## config.mk

```make
export PLATFORM = sky130hd
export DESIGN_NAME = inst_fetch_queue
export DESIGN_NICKNAME = d
export VERILOG_FILES = /design/src/rtl/ifq_pkg.sv /design/src/rtl/inst_fetch_queue.sv
export SDC_FILE = /design/constraint.sdc
export NUM_CORES = 1
export LEC_CHECK = 0
export CORE_MARGIN = 2
export CORE_UTILIZATION = 53
export CTS_BUF_LIST = sky130_fd_sc_hd__clkbuf_16
export DETAILED_ROUTE_END_ITERATION = 8
export PLACE_DENSITY = 0.76
export SLEW_MARGIN = 20
export SYNTH_ARGS = -nofsm -noshare
export SYNTH_HDL_FRONTEND = slang
export SYNTH_SLANG_ARGS = --single-unit
```

## constraint.sdc

```tcl
create_clock -name clk -period 12.9 [get_ports clk]
set_input_delay 1.935 -clock clk [delete_from_list [all_inputs] [get_ports clk]]
set_output_delay 1.935 -clock clk [all_outputs]
set_load 0.05 [all_outputs]
```

## src/rtl/ifq_pkg.sv

```systemverilog
// Shared types for the instruction fetch queue and its neighbours (decode).
// Provides the queued entry payload and the exception-cause width.
package ifq_pkg;

    localparam int unsigned EXC_CAUSE_W = 7;
    localparam int unsigned EXC_FLAGS   = 2;

    // One fetched instruction with its prediction and fetch-side exception info.
    typedef struct packed {
        logic [31:0]                            pc;
        logic [31:0]                            inst;
        logic                                   pre_taken;
        logic [31:0]                            pre_addr;
        logic [EXC_FLAGS-1:0]                   is_exception;
        logic [EXC_FLAGS-1:0][EXC_CAUSE_W-1:0]  exc_cause;
    } ifq_entry_t;

endpackage

```

## src/rtl/inst_fetch_queue.sv

```systemverilog
// Instruction queue between fetch and decode. Holds entries in program order
// and presents the oldest to decode through a valid/ready handshake.
// Optional feature: define IFQ_BYPASS_EN for a zero-latency empty-queue bypass.
// Ports:
//   clk, rst_n        clock, asynchronous active-low reset
//   flush             synchronous discard of all entries (highest priority)
//   in_valid/in_ready fetch-side handshake; in_* entry fields
//   out_valid/out_ready decode-side handshake; out_* head entry fields
//   count             number of occupied entries
module inst_fetch_queue
    import ifq_pkg::*;
#(
    parameter  int unsigned DEPTH = 8,
    localparam int unsigned PTR_W = $clog2(DEPTH)
) (
    input  logic                                   clk,
    input  logic                                   rst_n,
    input  logic                                   flush,
    input  logic                                   in_valid,
    output logic                                   in_ready,
    input  logic [31:0]                            in_pc,
    input  logic [31:0]                            in_inst,
    input  logic                                   in_pre_taken,
    input  logic [31:0]                            in_pre_addr,
    input  logic [EXC_FLAGS-1:0]                   in_is_exception,
    input  logic [EXC_FLAGS-1:0][EXC_CAUSE_W-1:0]  in_exc_cause,
    output logic                                   out_valid,
    input  logic                                   out_ready,
    output logic [31:0]                            out_pc,
    output logic [31:0]                            out_inst,
    output logic                                   out_pre_taken,
    output logic [31:0]                            out_pre_addr,
    output logic [EXC_FLAGS-1:0]                   out_is_exception,
    output logic [EXC_FLAGS-1:0][EXC_CAUSE_W-1:0]  out_exc_cause,
    output logic [PTR_W:0]                         count
);

    localparam logic [PTR_W:0] FULL_CNT = (PTR_W+1)'(DEPTH);

    ifq_entry_t       mem [DEPTH];
    ifq_entry_t       in_ent;
    ifq_entry_t       head_ent;
    logic [PTR_W-1:0] head;
    logic [PTR_W-1:0] tail;
    logic [PTR_W:0]   count_q;
    logic             stored_valid;
    logic             bypass;
    logic             do_enq;
    logic             do_deq;

    assign in_ent = '{pc:           in_pc,
                      inst:         in_inst,
                      pre_taken:    in_pre_taken,
                      pre_addr:     in_pre_addr,
                      is_exception: in_is_exception,
                      exc_cause:    in_exc_cause};

    assign stored_valid = (count_q != '0);

`ifdef IFQ_BYPASS_EN
    // Empty queue with a consumer waiting: hand the entry straight through.
    assign bypass = !stored_valid && in_valid && out_ready && !flush;
`else
    assign bypass = 1'b0;
`endif

    // stored_valid stands in for out_valid so in_ready never depends on in_valid.
    assign in_ready  = (count_q != FULL_CNT) || (stored_valid && out_ready);
    assign out_valid = stored_valid || bypass;
    assign do_enq    = in_valid && in_ready && !bypass;
    assign do_deq    = stored_valid && out_ready;
    assign count     = count_q;

    // Pointer and occupancy tracking; flush wins over any concurrent transfer.
    always_ff @(posedge clk or negedge rst_n) begin
        if (!rst_n) begin
            head    <= '0;
            tail    <= '0;
            count_q <= '0;
        end else if (flush) begin
            head    <= '0;
            tail    <= '0;
            count_q <= '0;
        end else begin
            if (do_enq) tail <= tail + PTR_W'(1);
            if (do_deq) head <= head + PTR_W'(1);
            case ({do_enq, do_deq})
                2'b10:   count_q <= count_q + (PTR_W+1)'(1);
                2'b01:   count_q <= count_q - (PTR_W+1)'(1);
                default: count_q <= count_q;
            endcase
        end
    end

    // Entry storage; contents are don't-care until written.
    always_ff @(posedge clk) begin
        if (do_enq && !flush) mem[tail] <= in_ent;
    end

    // Head selection; zero when nothing is valid so outputs are clean after reset.
    always_comb begin
        head_ent = '0;
        if (bypass) begin
            head_ent = in_ent;
        end else if (stored_valid) begin
            head_ent = mem[head];
        end
    end

    assign out_pc           = head_ent.pc;
    assign out_inst         = head_ent.inst;
    assign out_pre_taken    = head_ent.pre_taken;
    assign out_pre_addr     = head_ent.pre_addr;
    assign out_is_exception = head_ent.is_exception;
    assign out_exc_cause    = head_ent.exc_cause;

endmodule

```

* After elaboration in Yosys (flattened, before gate mapping)
Memory sizes are Yosys's and may differ from the RTL's.
Cells that the tools add are included.
** Operators by class
- Multiplexer cells :: 9
- Equality and inequality tests :: 3
- Add/subtract/negate cells :: 4
- Reductions and logical operators :: 9
** Operators with widths (count)
- 113-bit two-way mux :: 1
- 3-bit two-way mux :: 4
- 4-bit one-hot mux with 2 select lines :: 1
- 3-bit by 1-bit adder with 3-bit output, second input constant :: 2
- 4-bit by 1-bit adder with 4-bit output, second input constant :: 1
- 4-bit two-way mux :: 1
- 4-bit != test, second input constant :: 1
- 2-bit nonzero test :: 2
- 4-bit nonzero test :: 1
- 4-bit by 1-bit subtractor with 4-bit output, second input constant :: 1
- 1-bit logical AND :: 3
- 3-bit nonzero test :: 1
- 2-bit by 1-bit == test with 1-bit output, second input constant :: 1
- 2-bit == test, second input constant :: 1
- 1-bit two-way mux :: 2
- 1-bit zero test :: 1
- 1-bit logical OR :: 1
** Storage, ports and cells
- Output and inout bits :: 119
- Logic and storage cells :: 29
- Input bits :: 118
- Flip-flop bits (word level) :: 10
- Memories :: 1
- RAM bits :: 904
** Memories
- mem :: depth 8, width 113, read ports 1, clocked after Yosys merged registers in 0, wr ports 1, line inst_fetch_queue.sv:40 : ifq_entry_t mem [DEPTH];

* Depth between registers and ports, before layout
Gate-level depths: netlist of run 1.
- Depth in word-level cells :: 7
- Mapped depth :: 11
- Depth with buffers taken out :: 10

* Worst setup path after synthesis of run 1
No wires, ideal clock.
- Kind :: input to register
- Start point :: input in_valid
- End point :: memory mem[0][0] in the netlist's numbering (enable)
- Cell stages on the path :: 3
- Data required time :: 11999 ps
- Buffers on the path :: 1
- Library setup time :: 901 ps
- Path slack :: -1752 ps
- Arrival :: 13751 ps
- Cell sequence :: buf_2 > o21ai_4 > nor4b_1
** Between the ends
- Word-level cells in the longest chain between the ends :: 4
** Ends and longest elaborated chain
- start, declared :: line inst_fetch_queue.sv:19 : input logic in_valid,
- 1-bit logical AND :: line inst_fetch_queue.sv:70 : assign do_enq = in_valid && in_ready && !bypass;
- 1-bit logical AND :: line inst_fetch_queue.sv:97 : if (do_enq && !flush) mem[tail] <= in_ent;
- 1-bit two-way mux :: line inst_fetch_queue.sv:97
- 1-bit two-way mux (implied by the code) :: line inst_fetch_queue.sv:97
- end, declared :: line inst_fetch_queue.sv:40
No other way between the ends.

* Worst setup path in the final report of run 1
- Start point :: register head[0]
- End point :: output out_pre_addr[10]
** Between the ends
- Word-level cells in the longest chain between the ends :: 2
** Ends and longest elaborated chain
- start, declared :: line inst_fetch_queue.sv:43 : logic [PTR_W-1:0] head;
- start signal, assigned :: line inst_fetch_queue.sv:86 : if (do_deq) head <= head + PTR_W'(1);
- memory read 8 x 113 bit
- 113-bit two-way mux :: line inst_fetch_queue.sv:105 : end else if (stored_valid) begin
- end, declared :: line inst_fetch_queue.sv:32 : output logic [31:0] out_pre_addr,
No other way between the ends.

==> results summary, run 1 <==
The number of distinct standard cells referenced by the synthesized netlist came out at 36. The register bit total from synthesis is ~910. The max-cap violation count came out at 0. The worst hold path belongs to the class reg2reg. The total number of vias is between 15000 and 20000. The number of buffers and inverters on the critical path is 3. The per-cell via count in the routed design is 5.89.

The wire length reported by the detailed router came out at around 70000 µm. The tree is rooted in a clkbuf_16. The placement row count came out at 94. After detailed placement, the total cell area comes to approximately 0.038 mm². For the worst setup path, the data required time is ~11 ns.

The cell area after layout came out at about 0.041 mm². The number of fill cells in the layout is approximately 4300. Counting stages on the worst path, the most repeated cell is buf_4. The violation count after the first detailed-route iteration is approximately 1400.

The clock insertion delay at the later pin of the skew report is between 0.6 and 0.7 ns. The final-stage net count came out at 1907. The detailed-routing iteration count for the pre-antenna-repair pass came out at 5. The all-layer global routing usage came out at 21.2%. The total congestion overflow after global routing is 0.

The largest single stage delay on the critical path is about 0.86 ns. The number of max-slew violations in the final report came to 0. The startpoint of the worst hold path is count[2].

The maximum clock path buffer count is 3. In this run the worst path has a maximum fanout of 47. The largest vdd supply drop came out at 0.211 mV. The internal power summed over all cells came out at about 6 mW. After synthesis, the cell types taking the most area are edfxtp_1, mux4_2, mux2i_1.

The count of antenna-violating nets left after detailed routing is 0. The commonest cells after synthesis are edfxtp_1, mux4_2, nor2_1. The worst path needs about 6.6 ns of the cycle, external delays included. The number of warnings reported in the yosys synthesis log came out at 0. The worst register-to-register path begins at count[1]. The critical path data arrival time came out at 4.66 ns. The primary flip-flop cell chosen by synthesis mapping is edfxtp_1. In this run the count of I/O pins placed on the die edge is between 200 and 250. The post-synth net total came out at between 1500 and 2000. The post-route clock skew came out at 0.0114 ns.

TritonCTS built the clock tree. The number of synthesized flops with an enable pin is about 900. The post-detailed-route DRC marker count is 0. The initial antenna violation count came to 9.

The power density of the placed cells is approximately 210 mW/mm². The reg2reg setup slack came out at 8.84 ns. Dividing the synthesized area by the synthesized cell count gives about 23 µm². In this run the number of H-tree levels came out at 3. After clock tree synthesis, the repair step resized 0 gates. The largest individual stage delay along the critical path comes from the cell buf_4. After routing, the total negative slack on setup checks comes to 0 ns. The switching part of the total power is a little under a third. The first-pass GRT wire length came out at around 110000 µm.

Of the total power, registers draw 38.8%. The cell type with the highest aggregate area in the netlist is edfxtp_1. The post-layout utilization of the core is a little over three fifths.

Setup repair after global routing left no endpoint under its margin. The weighted congestion at the end of routability-driven global placement came out at just over 0.7. After clock tree synthesis, the flow added hold-fix buffers numbering 0.

The layout overhead on the synthesized area came out at 18.6%. Dividing the detail-routed wire length by the instance count gives approximately 26 µm. At the pin with the least slew margin, the transition time is around 1.1 ns. In the post-synthesis netlist, the cell with the most instances is edfxtp_1.

The setup-violating endpoint count in the final report is 0. The run finished with clean final reports. The ratio of cells with drive above 1 in the final layout came out at 21.4%. The part of the Yosys area used for sequential elements came out at around four fifths. The combinational share of power is a little under a third. The area share of the largest cell type after synthesis came out at between 70% and 80%. The final hold violation count came to 0. The clock share of power is between 30% and 40%. The initial core utilization is roughly 53%. The clock sink count came out at 914.

The worst max-slew margin expressed relative to the limit is 25.5%. The die is between 200 and 300 µm tall. The net switching power came out at ~2.8 mW. Once detailed placement completed, the half-perimeter wirelength came to 36800 µm. In this run the horizontal extent of the chip is approximately 260 µm. The share of flip-flops with an asynchronous set or reset is under 10%. The post-synthesis cell count is approximately 1500. The post-CTS setup buffer count is 0. The worst setup path is of the reg2out kind. The region available for standard cell placement spans ~0.065 mm². The final clock period utilization by the worst path is between 50% and 60%. The netlist area before placement came out at between 0.03 and 0.04 mm².

The number of global-route vias before repair came to about 17000. The largest net degree at the start of global routing is about 120. The launching instance or port of the critical path is head[0]. Traced cell by cell, the critical path runs through buf_4 > buf_4 > mux4_2 > mux2i_1 > nor2_1 > clkdlybuf4s50_1. The leakage power summed over all cells came out at 12.7 nW. The full die area came out at 0.0678 mm².

The number of buffers created by CTS came out at 90. The cell class contributing the biggest share of worst-path delay is buffers and inverters. The endpoint type of the worst setup path is an output port.

During placement, the flow inserted port buffers numbering between 200 and 250. The fmax came out at about 0.15 GHz. Clock-pin slew was measured on the worst setup and hold paths at ~0.060 ns. The nature of the critical path startpoint is a flop.
## through the flow
stage	power (mW)	setup WS, ns	instances	hold WS, ns
global placement	6.13	6.59	2554	0.645
floorplan	5.34	2.13	1507	0.598
detailed placement	6.15	6.58	2554	0.667
CTS	8.83	6.12	2718	0.686
global route	9.05	5.88	2720	0.700
finish	8.74	6.30	2725	0.667
## worst paths after layout
| check | depth (start not counted) | end |
|---|---|---|
| worst max-delay path | 6 | out_pre_addr[10] |
| worst min-delay path | 2 | count[2] |
| worst max register to register | 5 | mem[1][13] |
| worst min register to register | 2 | count[2] |
| max in group asynchronous | 1 | head[1] |
| min in group asynchronous | 1 | count[3] |
## area by class of cell
cell class,count,area [µm²],area share [%]
Clock inverter,72,752,1.82
Antenna cell,5,12.5,0.0303
Sequential cell,914,27400,66.3
Timing Repair Buffer,263,2630,6.35
Multi-Input combinational cell,513,7150,17.3
Tap cell,864,1080,2.62
Inverter,2,7.51,0.0182
Clock buffer,92,2300,5.57
## kinds of logic after synthesis
| logic type | share of synthesized area [%] |
|---|---|
| fa+ha+maj | 0.201 |
| simple gates | 1.74 |
| compound gates | 0.269 |
| mux | 17.9 |
| buf+inv | 1.14 |
| flops | 78.6 |
| xor+xnor | 0.176 |
## tightest hold or removal path: cells and delay by family (launching register included)
kind,cells,cell delay (ns)
AOI/OAI and AO/OA,1,0.06
DFF,1,0.44
and+or+nand+nor,1,0.13
## routing by layer
layer	track usage [%]	part of all wire, %	routed length, µm	up-vias
li1	-	-	-	6867
met1	28.9	40	28300	8546
met2	34.7	51	35900	537
met3	5.12	7.8	5550	95
met4	5.73	1.7	1200	12
met5	0	0.11	80	-
## placed cells by master (no fill, tap or decap), types with 5 or more instances in the layout
master	instances
bufinv_16	15
clkinv_2	10
clkbuf_16	92
clkdlybuf4s50_1	236
nor2_1	124
buf_4	22
edfxtp_1	904
dfrtp_1	7
inv_6	6
inv_1	17
mux2i_1	115
mux4_2	226
xor2_1	5
diode_2	5
clkinv_1	20
## power by group through the flow
| stage | sequential, mW | combinational (mW) | clock (mW) |
|---|---|---|---|
| after floorplan | 3.44 | 1.89 | 0 |
| after global placement | 3.46 | 2.67 | 0 |
| after detailed placement | 3.47 | 2.68 | 0 |
| after CTS | 3.41 | 2.69 | 2.73 |
| after global routing | 3.40 | 2.82 | 2.83 |
| final | 3.39 | 2.68 | 2.67 |
## flip-flops by register name (all words and copies together), names as in the netlist
name,flops
count,4
head,3
mem,904
tail,3
Power figures use the tool's default switching activity.
==> inputs of run 2 (changes only) <==
clock period = 5.96 ns   (was 12.9 ns; I/O delays follow)
==> results summary, run 2 (synthesis gave the netlist of run 1 again) <==
The total congestion overflow after global routing is 0 (unchanged). The post-cts repair resize count is 0 (unchanged). The per-cell via count in the routed design was 5.81 (-1.4%). The setup-violating endpoint count in the final report is 0 (unchanged). The pin slew with the least headroom to its limit is 1.08 ns (-0.0349 ns). The worst setup path is captured at an output port. The final hold violation count came out at 0 (unchanged). The internal power summed over all cells came out at 12.4 mW (+110%).

The fmax is around 0.21 GHz. The largest vdd supply drop is 0.456 mV (+120%). The ratio of cells with drive above 1 in the final layout was 21.5% (+0.069 points). The final-stage net count is 1916 (+0.47%).

The total cell area at the placement stage is 0.0385 mm² (+0.68%). The clock sink count came to 914 (unchanged). The endpoint required time on the critical path is 5.07 ns (-5.90 ns).

The all-layer global routing usage is 20.8% (-0.38 points). The nature of the critical path startpoint is a flop. The final clock period utilization by the worst path came out at 78.8%. The initial core utilization was 53.3% (unchanged). The number of hold-repair buffers added at the cts stage is 0 (unchanged). The worst setup margin was 1.26 ns (-5.04 ns).

The delay of the slowest cell on the worst path came out at 0.97 ns (+0.11 ns). The boundary pin count is 237 (unchanged). The maximum clock path buffer count is 3 (unchanged). The combinational share of power is 31.4% (+0.8 points). The count of antenna-violating nets left after detailed routing is 0 (unchanged). The power consumption came out at 18.4 mW (+110%). The H-tree level count is 3 (unchanged). The detailed-routing iteration count for the pre-antenna-repair pass was 5 (unchanged). The clock tree from TritonCTS is done.

The run finished with clean final reports. The number of buffers created by CTS is 89 (-1.1%). The post-route clock skew is 0.0128 ns (+0.00144 ns). The leakage power summed over all cells is 12.6 nW (-0.52%). The reg2reg setup slack is 2.33 ns (-6.51 ns).

The post-layout utilization of the core came out at 63.0% (-0.19 points). The post-detailed-route DRC marker count came out at 0 (unchanged). The weighted congestion at the end of routability-driven global placement came out at 0.726 (+2.6%). The area of the core region was 0.0654 mm² (unchanged). The register with the most flip-flops in the final layout is mem. The clock transition at the register clock pins on the worst setup and hold paths after CTS came to 0.06 ns (about the same). The worst hold path belongs to the class in2async. The number of port buffers came out at 236 (unchanged). The placed wire-length estimate came to 37200 µm (+1.3%). The critical path data arrival time came out at 3.80 ns (-0.86 ns). The flip-flop count of the largest register, all copies and words added was 904 (unchanged).

The cell area after layout is 0.0412 mm² (-0.30%). The worst setup timing slack at the placement stage came out at 1.85 ns (-4.73 ns). The total number of vias came out at 15873 (-1.1%). The largest fanout on the critical path came out at 40 (-15%). The first-pass GRT wire length came out at 104000 µm (-1.5%). The switching part of the total power came to 32.7% (+0.69 points). The power density of the placed cells came out at 446 mW/mm² (+110%). The initial antenna violation count is 12 (+3). The proportion of power drawn by flip-flops and latches is 40.1% (+1.3 points). The placement row count is 94 (unchanged). The clock share of power came to 28.5% (-2.1 points). Compared with the post-synthesis result, the final layout area differs by 18.2%. The post-CTS setup buffer count came out at 0 (unchanged). The wire length per cell after detailed routing is 25.5 µm (-2.0%).

The full die area was 0.0678 mm² (unchanged). The largest net degree at the start of global routing came out at 115 (-3.4%). The max-cap violation count is 0 (unchanged). Setup repair after global routing left no endpoint under its margin.

The net switching power is 6.01 mW (+110%). The number of max-slew violations in the final report came to 0 (unchanged). The worst max-slew margin expressed relative to the limit is 27.8% (+2.3 points).

The post-route setup TNS came out at 0 ns (unchanged). The library cells used most frequently in the layout, excluding fill and tap cells, are edfxtp_1, clkdlybuf4s50_1, mux4_2, nor2_1, mux2i_1. By startpoint and endpoint, the worst setup path is classified as reg2out. The final critical-path required period is between 4 and 5 ns.

The width of the die is 260 µm (unchanged). The slowest stage of the critical path is the dfrtp_4 cell. The violation count after the first detailed-route iteration came out at 1274 (-11%). The die boundary height came out at 260 µm (unchanged). The critical path goes through buf_4 > mux4_2 > mux2i_1 > nor2_1 > clkdlybuf4s50_1. The library cell used most frequently in the layout, excluding fill and tap cells, is edfxtp_1. The root buffer cell chosen for the clock tree is clkbuf_16. The wire length reported by the detailed router came out at 69800 µm (-1.8%). The number of global-route vias before repair came out at 17013 (+0.69%). The clock insertion delay at the later pin of the skew report is 0.62 ns (about the same).
[run 2: stage by stage]
step | hold slack (ns) | cells
floorplan | 0.598 | 1507
global placement | 0.608 | 2564
detailed placement | 0.643 | 2566
CTS | 0.565 | 2728
global route | 0.624 | 2731
finish | 0.586 | 2732
[run 2: worst paths after layout]
check,from,endpoint,depth (start not counted)
setup / recovery,head[0],out_pc[13],5
hold / removal,rst_n,count[0],1
setup reg to reg,count[2],count[3],11
hold reg to reg,count[2],count[2],2
max in group asynchronous,rst_n,head[2],1
min in group clk,count[2],count[2],2
[run 2: power groups by stage]
stage                     logic [mW]  clock network [mW]  registers, mW
after floorplan                 4.10                   0           7.44
after global routing            6.07                5.60           7.40
after global placement          5.79                   0           7.51
after detailed placement        5.83                   0           7.52
final                           5.78                5.24           7.38
after CTS                       5.86                5.35           7.39
[run 2: worst max-delay path: cells and delay by family (launching register included)]
kind | cells | cell delay [ns]
mux | 2 | 0.74
simple gates | 1 | 0.12
buf+inv | 2 | 1.32
flops | 1 | 0.97
[run 2: layer usage]
metal	vias to the layer above	track usage (%)	part of all wire (%)
li1	6897	-	-
met1	8399	27.0	40
met2	453	35.7	52
met3	106	4.33	6.0
met4	18	6.44	2.1
met5	-	0	0.18
[run 2: cell type report]
type                    instances  area [µm²]
fillers                      4397       24200
repair buffers                273        2820
diodes                          4        10.0
inverters                       2        7.51
multi-input cells             513        7160
well taps                     864        1080
flip-flops and latches        914       27400
clock inverters                73         505
clock buffers                  89        2230
